File: src/rtl/dac_pkg.sv
// dac_pkg: shared types and constants for the SPI DAC transmitter.
//   tx_state_t    : transmitter FSM states
//   FRAME_W/DATA_W: serial frame and sample widths
//   CFG_*         : bit positions of the DAC configuration field in the frame
//   max3()        : helper used to size the shared phase counter
package dac_pkg;

  typedef enum logic [2:0] {
    IDLE,
    SETUP,
    SHIFT,
    HOLD,
    GAP,
    LDAC
  } tx_state_t;

  localparam int FRAME_W    = 16;
  localparam int DATA_W     = 12;

  localparam int CFG_AB     = 15;
  localparam int CFG_BUF    = 14;
  localparam int CFG_GA_B   = 13;
  localparam int CFG_SHDN_B = 12;

  function automatic int max3(input int a, input int b, input int c);
    int m;
    m = (a > b) ? a : b;
    return (m > c) ? m : c;
  endfunction

endpackage

File: src/rtl/phase_timer.sv
// phase_timer: loadable down-counter with a terminal-count strobe.
//   clk, reset : clock, asynchronous active-high reset
//   load       : load load_val this cycle (takes priority over counting)
//   load_val   : value to load; a phase of N cycles loads N-1
//   tc         : high while the count is zero (last cycle of the phase)
module phase_timer #(
  parameter int W = 3
) (
  input  logic         clk,
  input  logic         reset,
  input  logic         load,
  input  logic [W-1:0] load_val,
  output logic         tc
);

  logic [W-1:0] count_reg;

  always_ff @(posedge clk or posedge reset) begin
    if (reset) begin
      count_reg <= '0;
    end else if (load) begin
      count_reg <= load_val;
    end else if (count_reg != '0) begin
      count_reg <= count_reg - W'(1);
    end
  end

  assign tc = (count_reg == '0);

endmodule

File: src/rtl/spi_dac_tx.sv
// spi_dac_tx: shifts 12-bit samples to an MCP4921-class DAC as 16-bit SPI
// frames ({CONFIG, sample}, MSB first, mode 0), then pulses LDAC.
//   clk, reset    : clock, asynchronous active-high reset
//   sample_data   : sample, captured when sample_valid && sample_ready
//   sample_valid  : upstream has a sample
//   sample_ready  : high in IDLE
//   dac_cs_b      : chip select, active low
//   dac_sclk      : SPI clock, idle low
//   dac_din       : serial data
//   dac_ldac_b    : latch strobe, active low
//   busy          : high outside IDLE
module spi_dac_tx
  import dac_pkg::*;
#(
  parameter int         CLK_DIV  = 4,
  parameter int         CS_SETUP = 2,
  parameter int         LDAC_W   = 2,
  parameter logic [3:0] CONFIG   = 4'b0011
) (
  input  logic              clk,
  input  logic              reset,
  input  logic [DATA_W-1:0] sample_data,
  input  logic              sample_valid,
  output logic              sample_ready,
  output logic              dac_cs_b,
  output logic              dac_sclk,
  output logic              dac_din,
  output logic              dac_ldac_b,
  output logic              busy
);

  localparam int CNT_W = $clog2(max3(CLK_DIV, CS_SETUP, LDAC_W)) + 1;
  localparam logic [CNT_W-1:0] LD_SETUP = CNT_W'(CS_SETUP - 1);
  localparam logic [CNT_W-1:0] LD_DIV   = CNT_W'(CLK_DIV - 1);
  localparam logic [CNT_W-1:0] LD_LDAC  = CNT_W'(LDAC_W - 1);

  tx_state_t          state_reg, state_next;
  logic [3:0]         bit_cnt_reg, bit_cnt_next;
  logic [FRAME_W-1:0] frame_reg, frame_next;
  logic               sclk_reg, sclk_next;
  logic               cs_b_reg, cs_b_next;
  logic               ldac_b_reg, ldac_b_next;
  logic               din_reg, din_next;

  logic               tmr_load;
  logic [CNT_W-1:0]   tmr_val;
  logic               tmr_tc;

  phase_timer #(.W(CNT_W)) u_timer (
    .clk      (clk),
    .reset    (reset),
    .load     (tmr_load),
    .load_val (tmr_val),
    .tc       (tmr_tc)
  );

  // State register; the pin drivers are registered alongside it so every
  // output changes on the same edge as the state it belongs to.
  always_ff @(posedge clk or posedge reset) begin
    if (reset) begin
      state_reg   <= IDLE;
      bit_cnt_reg <= 4'd0;
      frame_reg   <= '0;
      sclk_reg    <= 1'b0;
      cs_b_reg    <= 1'b1;
      ldac_b_reg  <= 1'b1;
      din_reg     <= 1'b0;
    end else begin
      state_reg   <= state_next;
      bit_cnt_reg <= bit_cnt_next;
      frame_reg   <= frame_next;
      sclk_reg    <= sclk_next;
      cs_b_reg    <= cs_b_next;
      ldac_b_reg  <= ldac_b_next;
      din_reg     <= din_next;
    end
  end

  // Next-state logic. The timer is reloaded on entry to each timed phase;
  // tc marks the final cycle of that phase.
  always_comb begin
    state_next   = state_reg;
    bit_cnt_next = bit_cnt_reg;
    frame_next   = frame_reg;
    sclk_next    = sclk_reg;
    tmr_load     = 1'b0;
    tmr_val      = LD_DIV;
    case (state_reg)
      IDLE: begin
        sclk_next = 1'b0;
        if (sample_valid) begin
          state_next   = SETUP;
          frame_next   = {CONFIG, sample_data};
          bit_cnt_next = 4'd15;
          tmr_load     = 1'b1;
          tmr_val      = LD_SETUP;
        end
      end
      SETUP: begin
        if (tmr_tc) begin
          state_next = SHIFT;
          tmr_load   = 1'b1;
        end
      end
      SHIFT: begin
        if (tmr_tc) begin
          tmr_load = 1'b1;
          if (!sclk_reg) begin
            sclk_next = 1'b1;
          end else begin
            // End of a high phase: drop sclk and move to the next bit,
            // or to HOLD once bit 0 has been clocked.
            sclk_next = 1'b0;
            if (bit_cnt_reg == 4'd0) begin
              state_next = HOLD;
            end else begin
              bit_cnt_next = bit_cnt_reg - 4'd1;
              frame_next   = {frame_reg[FRAME_W-2:0], 1'b0};
            end
          end
        end
      end
      HOLD: begin
        if (tmr_tc) begin
          state_next = GAP;
        end
      end
      GAP: begin
        state_next = LDAC;
        tmr_load   = 1'b1;
        tmr_val    = LD_LDAC;
      end
      LDAC: begin
        if (tmr_tc) begin
          state_next = IDLE;
        end
      end
      default: begin
        state_next = IDLE;
      end
    endcase
  end

  // Output decode, from the state being entered so the registered pins
  // line up with state_reg.
  always_comb begin
    cs_b_next   = !(state_next inside {SETUP, SHIFT, HOLD});
    ldac_b_next = (state_next != LDAC);
    din_next    = 1'b0;
    if (state_next == SETUP || state_next == SHIFT) begin
      din_next = frame_next[CFG_AB];
    end
  end

  assign dac_cs_b     = cs_b_reg;
  assign dac_sclk     = sclk_reg;
  assign dac_din      = din_reg;
  assign dac_ldac_b   = ldac_b_reg;
  assign sample_ready = (state_reg == IDLE);
  assign busy         = (state_reg != IDLE);

endmodule

File: config.mk
export PLATFORM = sky130hd
export DESIGN_NAME = spi_dac_tx
export DESIGN_NICKNAME = d
export VERILOG_FILES = /design/src/rtl/dac_pkg.sv /design/src/rtl/phase_timer.sv /design/src/rtl/spi_dac_tx.sv
export SDC_FILE = /design/constraint.sdc
export NUM_CORES = 1
export LEC_CHECK = 0
export ABC_AREA = 1
export BUFFER_PORTS_ARGS = -buffer_cell sky130_fd_sc_hd__buf_4
export CORE_ASPECT_RATIO = 2
export CORE_UTILIZATION = 55
export CTS_CLUSTER_DIAMETER = 60
export DETAILED_ROUTE_END_ITERATION = 16
export GPL_TIMING_DRIVEN = 0
export PLACE_DENSITY = 0.75
export SLEW_MARGIN = 10
export SYNTH_ARGS = -nofsm -noshare
export SYNTH_HDL_FRONTEND = slang
export SYNTH_SLANG_ARGS = --single-unit
File: constraint.sdc
create_clock -name clk -period 1.9 [get_ports clk]
set_input_delay 0.57 -clock clk [delete_from_list [all_inputs] [get_ports clk]]
set_output_delay 0.57 -clock clk [all_outputs]
set_load 0.1 [all_outputs]
==> results.py <==
metrics = {
    "status": {
        "status": "finished clean",
    },
    "grt": {
        "grt_busiest_layer": "met2",
        "grt_pass1_wl_mm": 5.42,
        "antenna_found_initial": 0,
        "grt_max_degree": 31,
        "grt_usage_pct": 25.3,
        "grt_pass1_vias": 1354,
        "gr-usage-met1_pct": 26.3,
        "grt_use_met3_pct": 4.37,
        "gr-usage-met2_pct": 45.5,
        "overflow": 0,
    },
    "synth": {
        "synth_common_cells": "nand2_1 (52), dfrtp_1 (28), nand3_1 (22), inv_1 (21), nor2_1 (15)",
        "synth_edf_count": 0,
        "ys_types": 27,
        "synthFlopType": "dfrtp_1",
        "synth.most_common_cell": "nand2_1",
        "synth_fp_nets": 202,
        "yosysSeqAreaShare_pct": 49.6,
        "async_reset_ff_share_pct": 100,
        "ys_seq_elements": 30,
        "synth_area_leaders": "dfrtp_1 (46%), nand2_1 (13%), nand3_1 (7.3%)",
        "syn-mean-instance-area_um2": 8.25,
        "synth_warnings": 0,
        "syn_area_um2": 1520,
        "synth_top_area_share_pct": 46.2,
        "postSynthCellCount": 184,
        "yosysTopAreaCell": "dfrtp_1",
    },
    "cells_and_area": {
        "syn2layout_area_growth_pct": 20.0,
        "finalInstanceArea_um2": 1820,
        "largest_register_ffs": 16,
        "nFillCells": 225,
        "layout.nets": 230,
        "n_antenna_cell": 0,
        "drive_gt1_share_pct": 21.6,
    },
    "power": {
        "ir_drop_mv": 1.06,
        "total_power_w": 0.00344,
        "p_per_area_nw_per_um2": 1890,
        "leakagePower_nw": 0.947,
    },
    "die": {
        "num_rows": 26,
        "start_util_pct": 59.1,
        "die_area_um2": 2990,
        "coreArea_um2": 2570,
        "die_h_um": 76.3,
        "pin_count": 21,
        "chipWidth_um": 39.1,
    },
    "clocking": {
        "cts_inserted_buffers": 5,
        "path_clk_slew_ns": 0.06,
        "cts_max_path_buffers": 2,
        "clk_latency_ns": 0.28,
        "cts_sinks": 30,
        "htree_levels": 2,
        "cts_hold_buffers": 0,
        "cts_root_buf": "clkbuf_8",
        "cts_tree": "done",
    },
    "critical_path": {
        "worst_ep_required_time_ns": 1.33,
        "timing.rr.start": "u_timer.count_reg[0]",
        "path_class": "reg2out",
        "arrival_ns": 1.28,
        "ff2ff_setup_slack_ns": 0.19,
        "path_max_fanout": 6,
        "r2r-end": "bit_cnt_reg[3]",
        "worst_setup_path_end_kind": "output port",
        "crit_path_start_kind": "flip-flop",
        "ff2ff_path_depth": 10,
    },
    "sta": {
        "slew_viol_final": 0,
        "finalCritPeriodShare_pct": 97.6,
        "max_slew_margin_pct": 28.2,
        "clock.fmax_mhz": 539,
        "worst_pin_slew_ns": 1.07,
        "final.setup_skew_ns": 0.00609,
        "finalHoldViolations": 0,
        "setup_viol": 0,
        "timing.final.crit_period_ns": 1.85,
    },
    "placed_design": {
        "numPortBuffers": 20,
        "dpl-instance-area_um2": 1720,
        "gp_congestion": 0.770,
        "dp_hpwl_mm": 2.39,
    },
    "drt": {
        "vias_per_cell": 5.44,
        "route.detailed.drc": 0,
        "antenna_left": 0,
        "num_vias": 1312,
        "drt_iter0_markers": 33,
        "dr.pass1.iters": 4,
        "totalWireLength_mm": 3.22,
        "wl_per_cell_um": 13.4,
    },
    "worst_hold_path": {
        "worstHoldPathType": "in2async",
    },
    "flow_run": {
        "cap_viol_max_count": 0,
    },
}
==> cell families after synthesis <==
group | share of synthesized area [%]
XOR/XNOR | 1.15
buffers and inverters | 7.83
adder cells (fa/ha/maj) | 2.47
AND/OR/NAND/NOR | 34.4
flip-flops | 49.6
AO/OA/AOI/OAI | 4.53
==> how the worst max path moves through the flow <==
stage / start / to / slack, ns
floorplan: state_reg[1] / sample_ready / 0.05
global placement: state_reg[1] / sample_ready / 0.21
detailed placement: u_timer.count_reg[0] / dac_din / 0.14
CTS: state_reg[2] / sample_ready / 0.0004
global route: state_reg[2] / sample_ready / -0.002
finish: state_reg[2] / sample_ready / 0.05
==> layer usage <==
| layer | vias to the layer above | part of all wire, % |
|---|---|---|
| met2 | 33 | 59 |
| met5 | - | 0 |
| met3 | 6 | 3.1 |
| li1 | 644 | - |
| met4 | 0 | 2.0 |
| met1 | 629 | 36 |
==> metrics by stage <==
stage | hold slack [ns] | setup WS (ns) | utilization, % | setup TNS [ns] | std cells
6_report | 0.433 | 0.0462 | 70.8 | 0 | 241
5_1_grt | 0.496 | -0.00155 | 70.8 | -0.00155 | 241
4_1_cts | 0.484 | 0.000388 | 70.3 | 0 | 240
3_5_place_dp | 0.469 | 0.144 | 67.0 | 0 | 232
3_3_place_gp | 0.465 | 0.214 | 67.0 | 0 | 232
2_1_floorplan | 0.442 | 0.0536 | - | 0 | 184
==> critical path, cell delays in order (launching register included) <==
cell        delay [ns]
dfrtp_1           0.45
nor2_4            0.21
nand2_8           0.07
clkinvlp_4        0.07
buf_6             0.21
==> timing repair <==
| action | CTS | global route |
|---|---|---|
| buffers inserted | 0 | 1 |
| pin swaps | 0 | 1 |
| resized for setup | 2 | 2 |
| endpoints found under the setup margin | 2 | 3 |
==> final cells by class <==
type                       instances  area, um2  share of cell area [%]
buffer                             6       40.0                    2.20
clock buffer                       8       80.1                    4.40
inverter                          21       82.6                    4.54
multi-input combinational        127        667                    36.6
sequential                        30        754                    41.4
tap                               28       35.0                    1.92
timing repair buffer              21        161                    8.87
==> cell usage in the layout (no fill, tap or decap), drive strengths merged, types with 3 or more instances in the layout <==
cell type / synthesis / final
nand2: 54 / 54
o21ai: 6 / 6
clkbuf: 2 / 10
buf: 4 / 25
nand4: 12 / 12
ha: 3 / 3
dfrtp: 28 / 28
inv: 21 / 19
nor2: 18 / 18
a21oi: 4 / 4
nand3: 22 / 22
==> where the power goes <==
group	internal, W	total [W]	switching [W]	leakage (nW)
Clock	0.000260	0.000482	0.000222	0.0395
Sequential	0.000933	0.00114	0.000208	0.361
Combinational	0.000587	0.00182	0.00123	0.547
No activity file was read; power rests on OpenSTA's default activity.
